**config.mk**
```make
export PLATFORM = sky130hd
export DESIGN_NAME = prg_mem_bridge
export DESIGN_NICKNAME = d
export VERILOG_FILES = /design/src/rtl/prg_mem_bridge.sv
export SDC_FILE = /design/constraint.sdc
export NUM_CORES = 1
export LEC_CHECK = 0
export BUFFER_PORTS_ARGS = -buffer_cell sky130_fd_sc_hd__buf_4
export CAP_MARGIN = 20
export CORE_MARGIN = 10
export CORE_UTILIZATION = 50
export CTS_CLUSTER_DIAMETER = 50
export DETAILED_ROUTE_END_ITERATION = 10
export PLACE_DENSITY = 0.74
export SYNTH_ARGS = -nofsm -noshare
export SYNTH_HDL_FRONTEND = slang
export SYNTH_SLANG_ARGS = --single-unit
```
**constraint.sdc**
```tcl
create_clock -name clk -period 2.4 [get_ports clk]
set_input_delay 0 -clock clk [delete_from_list [all_inputs] [get_ports clk]]
set_output_delay 0 -clock clk [all_outputs]
set_load 0.03 [all_outputs]
```
**src/rtl/prg_mem_bridge.sv**
```systemverilog
// prg_mem_bridge: turns mapper PRG accesses into req/ack cycles on the shared cart memory port.
// Holds one in-flight access, one pending access, and a single-entry read buffer that serves repeated reads.
module prg_mem_bridge #(
  parameter int         TIMEOUT_CYCLES = 64,
  parameter logic [7:0] OPEN_BUS       = 8'hFF
) (
  input  logic        clk,
  input  logic        reset_n,
  input  logic        ce,
  input  logic        prg_read,
  input  logic        prg_write,
  input  logic [21:0] prg_aout,
  input  logic        prg_allow,
  input  logic [7:0]  prg_din,
  output logic [7:0]  prg_dout,
  output logic        busy,
  output logic        mem_req,
  output logic        mem_we,
  output logic [21:0] mem_addr,
  output logic [7:0]  mem_wdata,
  input  logic        mem_ack,
  input  logic [7:0]  mem_rdata,
  output logic        overrun,
  output logic        timeout_err
);
  localparam int            CW       = (TIMEOUT_CYCLES > 1) ? $clog2(TIMEOUT_CYCLES) : 1;
  localparam logic [CW-1:0] TMO_LAST = CW'(TIMEOUT_CYCLES - 1);

  // state | meaning:  IDLE | nothing outstanding;  REQ | mem_req held;  GAP | one low cycle before next REQ
  typedef enum logic [1:0] {IDLE, REQ, GAP} state_t;

  state_t        state_q, state_d;
  logic          cur_we_q, cur_we_d;
  logic [21:0]   cur_addr_q, cur_addr_d;
  logic [7:0]    cur_wdata_q, cur_wdata_d;
  logic          pend_v_q, pend_v_d;
  logic          pend_we_q, pend_we_d;
  logic [21:0]   pend_addr_q, pend_addr_d;
  logic [7:0]    pend_wdata_q, pend_wdata_d;
  logic          rbuf_v_q, rbuf_v_d;
  logic [21:0]   rbuf_addr_q, rbuf_addr_d;
  logic [7:0]    rbuf_data_q, rbuf_data_d;
  logic [CW-1:0] tmo_q, tmo_d;
  logic [7:0]    dout_q, dout_d;
  logic          overrun_q, overrun_d;
  logic          tmo_err_q, tmo_err_d;

  logic acc, wr_conflict, hit, queue, done_ack, done_tmo;

  always_comb begin
    state_d      = state_q;
    cur_we_d     = cur_we_q;
    cur_addr_d   = cur_addr_q;
    cur_wdata_d  = cur_wdata_q;
    pend_v_d     = pend_v_q;
    pend_we_d    = pend_we_q;
    pend_addr_d  = pend_addr_q;
    pend_wdata_d = pend_wdata_q;
    rbuf_v_d     = rbuf_v_q;
    rbuf_addr_d  = rbuf_addr_q;
    rbuf_data_d  = rbuf_data_q;
    tmo_d        = tmo_q;
    dout_d       = dout_q;
    overrun_d    = overrun_q;
    tmo_err_d    = tmo_err_q;

    acc = ce & (prg_read | prg_write) & prg_allow;
    // A read must not bypass a write to the same address that is still on its way to memory.
    wr_conflict = ((state_q != IDLE) && cur_we_q && (cur_addr_q == prg_aout)) ||
                  (pend_v_q && pend_we_q && (pend_addr_q == prg_aout));
    hit      = acc & ~prg_write & rbuf_v_q & (rbuf_addr_q == prg_aout) & ~wr_conflict;
    queue    = acc & ~hit;
    done_ack = (state_q == REQ) & mem_ack;
    done_tmo = (state_q == REQ) & ~mem_ack & (tmo_q == TMO_LAST);

    case (state_q)
      IDLE: begin
        if (queue) begin
          cur_we_d    = prg_write;
          cur_addr_d  = prg_aout;
          cur_wdata_d = prg_din;
          tmo_d       = '0;
          state_d     = REQ;
        end
      end
      REQ: begin
        tmo_d = tmo_q + CW'(1);
        if (done_ack || done_tmo) begin
          if (pend_v_q) begin
            cur_we_d     = pend_we_q;
            cur_addr_d   = pend_addr_q;
            cur_wdata_d  = pend_wdata_q;
            pend_v_d     = queue;
            pend_we_d    = prg_write;
            pend_addr_d  = prg_aout;
            pend_wdata_d = prg_din;
            state_d      = GAP;
          end else if (queue) begin
            cur_we_d    = prg_write;
            cur_addr_d  = prg_aout;
            cur_wdata_d = prg_din;
            state_d     = GAP;
          end else begin
            state_d = IDLE;
          end
        end else if (queue) begin
          if (pend_v_q) begin
            overrun_d = 1'b1;
          end else begin
            pend_v_d     = 1'b1;
            pend_we_d    = prg_write;
            pend_addr_d  = prg_aout;
            pend_wdata_d = prg_din;
          end
        end
      end
      GAP: begin
        state_d = REQ;
        tmo_d   = '0;
        if (queue) begin
          if (pend_v_q) begin
            overrun_d = 1'b1;
          end else begin
            pend_v_d     = 1'b1;
            pend_we_d    = prg_write;
            pend_addr_d  = prg_aout;
            pend_wdata_d = prg_din;
          end
        end
      end
      default: state_d = IDLE;
    endcase

    if (done_ack) begin
      if (!cur_we_q) begin
        dout_d      = mem_rdata;
        rbuf_v_d    = 1'b1;
        rbuf_addr_d = cur_addr_q;
        rbuf_data_d = mem_rdata;
      end else if (rbuf_v_q && (rbuf_addr_q == cur_addr_q)) begin
        rbuf_data_d = cur_wdata_q;
      end
    end
    if (done_tmo) begin
      tmo_err_d = 1'b1;
      if (!cur_we_q) dout_d = OPEN_BUS;
    end
    if (hit) dout_d = rbuf_data_q;
  end

  always_ff @(posedge clk or negedge reset_n) begin
    if (!reset_n) begin
      state_q      <= IDLE;
      cur_we_q     <= 1'b0;
      cur_addr_q   <= '0;
      cur_wdata_q  <= '0;
      pend_v_q     <= 1'b0;
      pend_we_q    <= 1'b0;
      pend_addr_q  <= '0;
      pend_wdata_q <= '0;
      rbuf_v_q     <= 1'b0;
      rbuf_addr_q  <= '0;
      rbuf_data_q  <= '0;
      tmo_q        <= '0;
      dout_q       <= 8'hFF;
      overrun_q    <= 1'b0;
      tmo_err_q    <= 1'b0;
    end else begin
      state_q      <= state_d;
      cur_we_q     <= cur_we_d;
      cur_addr_q   <= cur_addr_d;
      cur_wdata_q  <= cur_wdata_d;
      pend_v_q     <= pend_v_d;
      pend_we_q    <= pend_we_d;
      pend_addr_q  <= pend_addr_d;
      pend_wdata_q <= pend_wdata_d;
      rbuf_v_q     <= rbuf_v_d;
      rbuf_addr_q  <= rbuf_addr_d;
      rbuf_data_q  <= rbuf_data_d;
      tmo_q        <= tmo_d;
      dout_q       <= dout_d;
      overrun_q    <= overrun_d;
      tmo_err_q    <= tmo_err_d;
    end
  end

  assign mem_req     = (state_q == REQ);
  assign busy        = (state_q != IDLE);
  assign mem_we      = cur_we_q;
  assign mem_addr    = cur_addr_q;
  assign mem_wdata   = cur_wdata_q;
  assign prg_dout    = dout_q;
  assign overrun     = overrun_q;
  assign timeout_err = tmo_err_q;

endmodule

```
# Word-level counts from Yosys, hierarchy flattened
# Index checks and enable logic that the tools add are counted.
[totals]
output_inout_bits = 43
ff_bits = 112
inputBits = 45
wordCells = 112
[op_classes]
bitwise_logic = 16
add_sub_neg = 1
reduce_logical = 19
n_eq_ne = 12
muxes = 49
[op_table]
columns = ["op", "count"]
rows = [
  ["2-to-1 mux 22 bit", 7],
  ["2-to-1 mux 8 bit", 14],
  ["equality test 22 bit", 4],
  ["case mux 22 bit (2 select lines)", 2],
  ["case mux 8 bit (2 select lines)", 2],
  ["case mux 6 bit (3 select lines)", 1],
  ["AND reduction 2 bit", 7],
  ["2-to-1 mux 1 bit", 13],
  ["AND 1 bit", 10],
  ["2-to-1 mux 2 bit", 4],
  ["case mux 1 bit (2 select lines)", 4],
  ["adder 6 x 1 -> 6 bit, second input constant", 1],
  ["equality test 6 bit, second input constant", 1],
  ["2-to-1 mux 6 bit", 1],
  ["case mux 2 bit (3 select lines)", 1],
  ["nonzero test 2 bit", 3],
  ["logical AND 1 bit", 5],
  ["inverter 1 bit", 5],
  ["!= test 2 x 1 -> 1 bit, second input constant", 2],
  ["!= test 2 bit, second input constant", 2],
  ["!= test 3 bit, second input constant", 1],
  ["nonzero test 3 bit", 1],
  ["equality test 2 x 1 -> 1 bit, second input constant", 1],
  ["equality test 2 bit, second input constant", 1],
  ["3 further kinds", 4],
]

# Logic depth before layout (Yosys ltp)
# Gate-level depths: netlist of run 1.
[depth]
ltp_word = 13
ltp_mapped = 11
depth_no_buf = 9

# Worst setup path after synthesis of run 1
# No wires, ideal clock.
[synth_path]
path_kind = "register -> register"
from = "register cur_we_q, in the netlist mem_we"
to = "register pend_addr_q[1]"
setup_slack_ns = -0.154
period_less_slack_ns = 2.554
required_ns = 2.275
setup_ns = 0.125
path_buffers = 3
arrival_time_ns = 2.429
path_stages_with_launch = 12
cell_sequence = "dfrtp_1 buf_2 inv_1 nor3_1 nand4_1 nor4_1 nor3_2 nor2_4 a2bb2o_4 buf_4 buf_6 mux2_2"
[synth_via]
elab_chain_len = 10
[synth_lines]
columns = ["element", "line_no", "rtl"]
rows = [
  ["from (decl)", "33", "logic cur_we_q, cur_we_d;"],
  ["from (signal assigned)", "170", "cur_we_q <= cur_we_d;"],
  ["logical AND 1 bit * (2 in a row)", "69", "wr_conflict = ((state_q != IDLE) && cur_we_q && (cur_addr_q == prg_aout)) ||"],
  ["logical OR 1 bit *", "69", ""],
  ["inverter 1 bit *", "71", "hit = acc & ~prg_write & rbuf_v_q & (rbuf_addr_q == prg_aout) & ~wr_conflict;"],
  ["AND 1 bit *", "71", ""],
  ["inverter 1 bit *", "72", "queue = acc & ~hit;"],
  ["AND 1 bit *", "72", ""],
  ["2-to-1 mux 22 bit *", "--", ""],
  ["2-to-1 mux 22 bit", "--", ""],
  ["case mux 22 bit (2 select lines) *", "--", ""],
  ["to (signal assigned)", "175", "pend_addr_q <= pend_addr_d;"],
  ["to (decl)", "38", "logic [21:0] pend_addr_q, pend_addr_d;"],
]
# Mark *: on every way between the ends. The rest lies on a longest branch, timed or not.
# A chain may end at the register's enable or synchronous reset.

# Worst setup path after layout of run 1
[layout_path]
from = "register pend_addr_q[2]"
to = "register pend_addr_q[9]"
[layout_via]
elab_chain_len = 10
[layout_lines]
columns = ["element", "line_no", "rtl"]
rows = [
  ["equality test 22 bit *", "70", "(pend_v_q && pend_we_q && (pend_addr_q == prg_aout));"],
  ["logical AND 1 bit *", "70", ""],
  ["logical OR 1 bit *", "69", ""],
  ["inverter 1 bit *", "71", ""],
  ["AND 1 bit *", "71", ""],
  ["inverter 1 bit *", "72", ""],
  ["AND 1 bit *", "72", ""],
  ["2-to-1 mux 22 bit *", "--", ""],
  ["2-to-1 mux 22 bit", "--", ""],
  ["case mux 22 bit (2 select lines) *", "--", ""],
]
# Marked as above.

==> out/metrics.cfg, run 1 <==
[yosys]
synthCells = 581
yosysMostFrequentCell = dfrtp_1
syn-num-nets = 632
synth-seq-cells = 112
synth-seq-area-share = 0.462
avgSynthCellArea_um2 = 10.5
synth_edf_count = 0
netlist_top_cells_count = 104 x dfrtp_1, 72 x inv_1, 53 x xnor2_1
synth_top_area_cell = dfrtp_1
synth_top_area_frac = 0.427
yosys_warnings = 0
ys_types = 44
synth_area_leaders = dfrtp_1 43%, xnor2_1 7.6%, a221oi_2 7.4%
synthArstFlopShare = 1.00
synth_area_um2 = 6090
ys_dominant_reg_cell = dfrtp_1

[finish]
layoutNonFillerInstCount = 915
fin_area_um2 = 8260
nets = 814
area_delta_synth_final_pct = 35.6
seq_area_um2 = 2820
drive_gt1_frac = 0.322
antenna_cells = 0
fillers = 854
multi_input_area_um2 = 2970

[placed_design]
portBuffers = 87
place_congestion = 0.940
place_inst = 853
dpl_cell_area_um2 = 7360
place_hpwl_um = 12200

[timing]
hold_violations = 0
grt_setup_unrepaired = true
maxSlewHeadroom = 0.527
setup_viol = 69
fin_worst_skew_ns = 0.00977
fin_crit_sh = 1.08
max_freq_mhz = 388
max_slew.worst_pin.slew_ns = 0.709
whs_ns = 0.242
worst_slack_ns = -0.180
slew_viol_final = 0
post-route-min-period_ns = 2.58

[global_route]
grt_pass1_vias = 5392
track_usage = 0.207
antenna_found_initial = 0
grt_max_degree = 52
grt_pass1_wl_um = 27700
grt-ovfl-total = 0

[die]
initial_utilization = 0.509
dieHeight_um = 130
die_w_um = 130
die_area_um2 = 17000
pin_count = 88
rows = 40
core_area_um2 = 12000

[detailed_routing]
drc_errors = 0
via_per_inst = 5.56
avgRoutedWirePerCell_um = 19.2
vias = 5087
firstDrtPassIters = 5
wirelength_um = 17500
initialDrtViolationCount = 428
ant_nets = 0

[clocking]
clk_latency_ns = 0.36
clkTransAtPathRegs_ns = 0.07
htree_levels = 3
cts_sinks = 112
cts-buffers-inserted = 9
cts_root_buf = clkbuf_16
cts_buffer_depth = 2
cts_tree = done

[setup_path]
cp-start-kind = register
worst_ep_arrival_time_ns = 2.82
worstPathMaxFanout = 17
endpoint_kind = register
required_ns = 2.64
crit_type = reg -> reg

[flow_run]
maxCapViolCount = 0

[run_status]
violations = setup timing
status = complete, but fails checks

[pwr]
power_leakage_nw = 3.85
power_per_cell_area_nw_per_um2 = 1280
vdd_ir_drop_max_mv = 0.745

[min_path]
hold_path_class = in -> async

## final cells by class
| cell class | count | area share |
|---|---|---|
| clock buffers | 9 | 0.0273 |
| flip-flops and latches | 112 | 0.341 |
| inverters | 72 | 0.0327 |
| clock inverters | 7 | 0.0115 |
| multi-input cells | 372 | 0.360 |
| repair buffers | 196 | 0.205 |
| well taps | 147 | 0.0223 |
## per-layer routing
layer  share of wire  GRT usage  up-vias
li1                -          -     2349
met4           0.017     0.0641        0
met2            0.50      0.359      151
met3           0.063     0.0483       26
met5               0          0        -
met1            0.42      0.251     2561
## report_power, final
part | total [W] | internal (W) | switching [W] | leakage [nW]
sequential | 0.00353 | 0.00281 | 0.000724 | 1.29
combinational | 0.00543 | 0.00259 | 0.00284 | 2.40
clock | 0.00163 | 0.000918 | 0.000712 | 0.156
## layout by cell type, fill, tap and decap left out, types with 5 or more instances in the layout
cell type	synthesis	routed
dlygate4sd3_1	0	41
buf_12	0	8
o22ai_1	9	9
mux2_1	29	19
dfstp_2	8	8
xor2_1	35	35
clkbuf_16	0	10
o21ai_0	35	35
inv_1	72	72
nand2_1	39	39
nand3_1	6	5
nor2_1	46	46
ha_1	6	6
mux2i_1	8	8
dfrtp_2	0	5
xnor2_1	53	51
buf_4	4	145
a221oi_2	30	29
dfrtp_1	104	99
a21oi_1	15	15
nor4_1	12	11
mux2_4	0	10
nand4_1	16	16
## path summary, 6_finish.rpt
check | startpoint | to | slack, ns | cells after the start
min reg2reg | timeout_err | timeout_err | 0.48 | 2
max in group asynchronous | reset_n | async pin | 1.41 | 3
min in group clk | ce | state_q[0] | 0.26 | 5
max reg2reg | pend_addr_q[2] | pend_addr_q[9] | -0.18 | 9
min | reset_n | rbuf_data_q[7] | 0.24 | 2
max | pend_addr_q[2] | pend_addr_q[9] | -0.18 | 9
## state kept, by name (all words and copies together), names as in the netlist, named ones only
| register | count |
|---|---|
| prg_dout | 2 |
| rbuf_v_q | 1 |
| mem_wdata | 8 |
| state_q | 2 |
| pend_wdata_q | 8 |
| tmo_q | 6 |
| rbuf_addr_q | 22 |
| overrun | 1 |
| pend_addr_q | 22 |
| pend_we_q | 1 |
| pend_v_q | 1 |
| mem_addr | 22 |
| mem_we | 1 |
| rbuf_data_q | 8 |
| timeout_err | 1 |
## critical path, cell delays in order (launching register included)
cell and delay [ns]:
dfrtp_1 0.42, xnor2_2 0.16, nand3_1 0.15, or4_4 0.47
nor4_4 0.23, nor3_2 0.10, nor2_4 0.18, a2bb2o_4 0.21
buf_12 0.19, mux2_1 0.34
## timing repair
item	in CTS	in global routing
gates resized for setup	4	16
endpoints found under the setup margin	69	69
hold endpoints to repair	121	0
hold buffers	41	0
buffers inserted	2	2
pin swaps	1	5
cloned	0	1
## cells by family after synthesis
family,synth area share
buffers and inverters,0.0710
AND/OR/NAND/NOR,0.102
adder cells (fa/ha/maj),0.0123
flip-flops,0.462
AO/OA/AOI/OAI,0.155
XOR/XNOR,0.126
multiplexers,0.0723
## per-stage QoR
stage                     setup TNS (ns)  power [W]  setup slack (ns)   util
final                              -8.78     0.0106            -0.180  0.691
after global routing              -16.17     0.0112            -0.276  0.691
after CTS                          -5.91     0.0104            -0.124  0.680
after detailed placement           -7.71    0.00863            -0.167  0.615
after global placement             -3.67    0.00844           -0.0920  0.615
after floorplan                        0    0.00657            0.0234      -
Note: power is estimated with default switching activity, not from simulation.
==> inputs of run 2 (changes only) <==
- CELL_PAD_IN_SITES_DETAIL_PLACEMENT: unset -> 1
- CELL_PAD_IN_SITES_GLOBAL_PLACEMENT: unset -> 2
- CORE_UTILIZATION: 50 -> 33
- PLACE_DENSITY: 0.74 -> unset
- PLACE_DENSITY_LB_ADDON: unset -> 0.1
==> out/metrics.cfg, run 2 (same netlist as run 1, synthesis figures left out) <==
[detailed_routing]
wirelength_um = 21700
initialDrtViolationCount = 198
via_per_inst = 4.95
firstDrtPassIters = 4
ant_nets = 0
avgRoutedWirePerCell_um = 20.9
drc_errors = 0
vias = 5136

[finish]
area_delta_synth_final_pct = 49.3
drive_gt1_frac = 0.404
antenna_cells = 0
layout_common_cells = 169 x buf_4, 99 x dfrtp_1, 72 x inv_1, 53 x xnor2_1, 46 x nor2_1
mostFrequentLayoutCell = buf_4
nets = 855
fillers = 1984
layoutNonFillerInstCount = 1038
finalCoreUtilization = 0.503

[timing]
fin_crit_sh = 1.08
whs_ns = 0.0263
fin_setup_tns_ns = -8.26
grt_setup_unrepaired = true
max_slew.worst_pin.slew_ns = 0.612
setup_viol = 70
fin_worst_skew_ns = 0.00643
maxSlewHeadroom = 0.588
slew_viol_final = 0
post-route-min-period_ns = 2.59
max_freq_mhz = 386
hold_violations = 0
worst_slack_ns = -0.190

[clocking]
clkTransAtPathRegs_ns = 0.08
cts_buffer_depth = 2
cts_sinks = 112
htree_levels = 3
cts_tree = done
cts-buffers-inserted = 9
cts_root_buf = clkbuf_16
clk_latency_ns = 0.36

[pwr]
pwr-share-seq = 0.298
vdd_ir_drop_max_mv = 0.535
power_leakage_nw = 4.20
p_int_w = 0.00690
switching_share = 0.408
power_per_cell_area_nw_per_um2 = 1280
p_clk_frac = 0.132
switching_power_w = 0.00475
combPwrFrac = 0.571

[setup_path]
cpMostUsedCell = buf_6
max_stage_delay_ns = 0.43
path_cells = xor2_2 > nor4_2 > nand4_1 > nor4_4 > nor3_4 > nor2_4 > buf_6 > a32oi_4 > buf_6 > buf_16 > a221oi_2
crit_slowest_cell = dfrtp_2
r2r-start = mem_addr[7]
cp-start-kind = register
crit_buf_inv = 3
crit_type = reg -> reg
endpoint_kind = register
required_ns = 2.66
cp.depth = 11
cp_top_family = simple AND/OR/NAND/NOR gates
rr_worst_depth = 11
worstPathMaxFanout = 5
r2r-end = mem_we
worst_ep_arrival_time_ns = 2.85
r2r_slack_ns = -0.19

[run_status]
status = complete, but fails checks
violations = setup timing

[placed_design]
place_hpwl_um = 14900
place_inst = 966
portBuffers = 87
place_congestion = 0.819

[global_route]
grt-ovfl-total = 0
antenna_found_initial = 0
grt_pass1_vias = 5806
grt_pass1_wl_um = 33700
track_usage = 0.179
grt_max_degree = 51

[die]
die_area_um2 = 24300
initial_utilization = 0.337
rows = 49
pin_count = 88
die_w_um = 156
dieHeight_um = 156
core_area_um2 = 18100

[min_path]
hold_start = prg_aout[16]
min_to = pend_addr_q[16]
hold_path_depth = 3
hold_path_class = in -> reg

[flow_run]
maxCapViolCount = 0

==> run 2: through the flow <==
| step | setup WS, ns | area [µm²] | power (W) |
|---|---|---|---|
| after floorplan | 0.0234 | 6110 | 0.00657 |
| after global routing | -0.393 | 9100 | 0.0124 |
| final | -0.190 | 9100 | 0.0117 |
| after detailed placement | -0.381 | 7690 | 0.00909 |
| after global placement | -0.287 | 7690 | 0.00892 |
| after CTS | -0.243 | 8790 | 0.0114 |
==> run 2: routing by layer <==
metal	wire length (µm)	GRT usage
met1	9440	0.218
met4	284	0.0432
met3	723	0.0353
met5	0	0
met2	11200	0.317
==> run 2: worst max-delay path by stage <==
stage	from	to	slack [ns]
final	mem_addr[7]	mem_we	-0.19
after global routing	rbuf_addr_q[16]	mem_we	-0.39
after CTS	mem_addr[10]	mem_addr[13]	-0.24
after detailed placement	state_q[0]	tmo_q[0]	-0.38
after global placement	state_q[1]	pend_wdata_q[0]	-0.29
after floorplan	mem_we	pend_addr_q[1]	0.02
==> run 2: power groups by stage <==
stage	sequential, W	combinational, W	clock [W]
after floorplan	0.00411	0.00247	0
after global placement	0.00342	0.00550	0
after detailed placement	0.00347	0.00563	0
after CTS	0.00345	0.00640	0.00158
after global routing	0.00359	0.00712	0.00166
final	0.00347	0.00665	0.00153
==> run 2: timing repair <==
item,4_1_cts,5_1_grt
pin swaps,43,21
buffers inserted,12,3
gates resized for setup,72,38
hold endpoints to repair,100,0
gates cloned,4,3
endpoints found under the setup margin,71,80
hold buffers,36,0
==> run 2: worst register-to-register path, delay by kind of cell, from the launching register on <==
kind                      cells  cell delay, ns
xor gates and xnor gates      1            0.18
DFF                           1            0.43
AOI/OAI and AO/OA             2            0.39
buffers and inverters         3            0.44
and+or+nand+nor               5            1.06
==> run 2: final cells by class <==
| class | instances | area [µm²] | area share |
|---|---|---|---|
| clock buffers | 9 | 225 | 0.0248 |
| clock inverters | 7 | 65.1 | 0.00715 |
| inverters | 72 | 270 | 0.0297 |
| multi-input cells | 372 | 3230 | 0.356 |
| flip-flops and latches | 112 | 2820 | 0.310 |
| well taps | 229 | 287 | 0.0315 |
| repair buffers | 237 | 2200 | 0.241 |
==> inputs of run 3 (changes only) <==
- CELL_PAD_IN_SITES_DETAIL_PLACEMENT: 1 -> 2
- CTS_CLUSTER_SIZE: unset -> 40
- clock period: 2.4 -> 2.3 ns (I/O delays scaled with it)
==> out/metrics.cfg, run 3 (same netlist as run 1, synthesis figures left out) <==
[clocking]
htree_levels = 3
clk_latency_ns = 0.36
cts_root_buf = clkbuf_16
cts-buffers-inserted = 9
cts_sinks = 112
cts_buffer_depth = 2
clkTransAtPathRegs_ns = 0.08
cts_tree = done

[die]
core_area_um2 = 18100
pin_count = 88
initial_utilization = 0.337
die_area_um2 = 24300
dieHeight_um = 156
die_w_um = 156
rows = 49

[setup_path]
cp_top_family = simple AND/OR/NAND/NOR gates
worstPathMaxFanout = 11
required_ns = 2.56
path_cells = xnor2_1 > nand4_1 > or4_4 > nor4_4 > nor3_4 > nor2_4 > a2bb2o_4 > buf_12 > mux2_1
crit_slowest_cell = or4_4
max_stage_delay_ns = 0.53
cp-start-kind = register
crit_type = reg -> reg
crit_buf_inv = 1
endpoint_kind = register
worst_ep_arrival_time_ns = 2.84

[timing]
fin_crit_sh = 1.12
setup_viol = 70
slew_viol_final = 0
worst_slack_ns = -0.286
maxSlewHeadroom = 0.567
max_freq_mhz = 387
fin_worst_skew_ns = 0.0107
max_slew.worst_pin.slew_ns = 0.650
grt_setup_unrepaired = true
hold_violations = 0
whs_ns = 0.0255
post-route-min-period_ns = 2.59
fin_setup_tns_ns = -15.53

[min_path]
hold_path_class = in -> reg

[global_route]
grt_max_degree = 50
antenna_found_initial = 0
track_usage = 0.188
grt-ovfl-total = 0
grt_pass1_vias = 6063
grt_pass1_wl_um = 35600

[detailed_routing]
via_per_inst = 5.03
drc_errors = 0
avgRoutedWirePerCell_um = 22.3
vias = 5192
wirelength_um = 23000
firstDrtPassIters = 6
ant_nets = 0
initialDrtViolationCount = 240

[finish]
fillers = 1808
drive_gt1_frac = 0.400
mostFrequentLayoutCell = buf_4
multi_input_area_um2 = 3190
seq_area_um2 = 2820
antenna_cells = 0
area_delta_synth_final_pct = 46.2
nets = 849
layout_common_cells = 176 x buf_4, 96 x dfrtp_1, 72 x inv_1, 46 x xnor2_1, 45 x nor2_1

[placed_design]
portBuffers = 87
place_hpwl_um = 16200
place_congestion = 0.819

[run_status]
violations = setup timing
status = complete, but fails checks

[pwr]
vdd_ir_drop_max_mv = 0.553
power_leakage_nw = 4.15
power_per_cell_area_nw_per_um2 = 1360
power_w = 0.0122

[flow_run]
maxCapViolCount = 0

==> run 3: changes by cell type in the layout (fill, tap and decap cells not counted), moves of 4 or more <==
cell,delta
o21ai_2,-9
mux2_4,-5
o21ai_0,+4
xnor2_1,-7
mux2_1,+4
o21ai_1,+4
a221oi_4,-5
buf_6,-8
a221oi_2,+5
buf_4,+7
buf_16,-4
xnor2_2,+7
==> run 3: worst paths after layout <==
path	end	cells after the start	slack [ns]	startpoint
hold / removal	pend_addr_q[17]	3	0.03	prg_aout[17]
max in group asynchronous	mem_addr[1]	3	1.29	reset_n
setup / recovery	pend_addr_q[17]	9	-0.29	pend_addr_q[12]
hold reg to reg	timeout_err	2	0.48	timeout_err
setup reg to reg	pend_addr_q[17]	9	-0.29	pend_addr_q[12]
min in group asynchronous	rbuf_data_q[7]	2	0.21	reset_n
==> run 3: area by class of cell <==
type / instances / area share
clock buffer: 12 / 0.0299
clock inverter: 4 / 0.00576
inverter: 72 / 0.0303
multi-input combinational: 372 / 0.358
sequential: 112 / 0.317
tap: 229 / 0.0322
timing repair buffer: 231 / 0.227
==> run 3: report_power, final <==
part           internal (W)  total [W]  switching [W]
registers           0.00293    0.00365       0.000714
logic               0.00330    0.00679        0.00349
clock network      0.000937    0.00172       0.000784
==> run 3: layer usage <==
metal  vias to the layer above  share of wire  GRT usage
li1                       2421              -          -
met1                      2668           0.44      0.232
met2                        85           0.51      0.328
met3                        18          0.035     0.0378
met4                         0          0.013     0.0472
met5                         -              0          0
==> run 3: timing repair <==
action / CTS / global route
gates resized for setup: 36 / 34
setup endpoints to repair: 78 / 88
setup buffers: 2 / 4
pin swaps: 5 / 15
hold buffers: 36 / 1
hold endpoints to repair: 102 / 1
cloned: 0 / 2
==> run 3: metrics by stage <==
stage,instances,setup WS (ns),instance area [µm²],utilization
after floorplan,581,-0.0641,6130,-
after global placement,971,-0.285,7780,0.430
after detailed placement,971,-0.324,7780,0.430
after CTS,1025,-0.241,8650,0.478
after global routing,1032,-0.402,8910,0.492
final,1032,-0.286,8910,0.492
==> run 3: tightest hold or removal path: stages <==
cell and delay (ns):
buf_4 0.10, buf_4 0.14, mux2_1 0.12
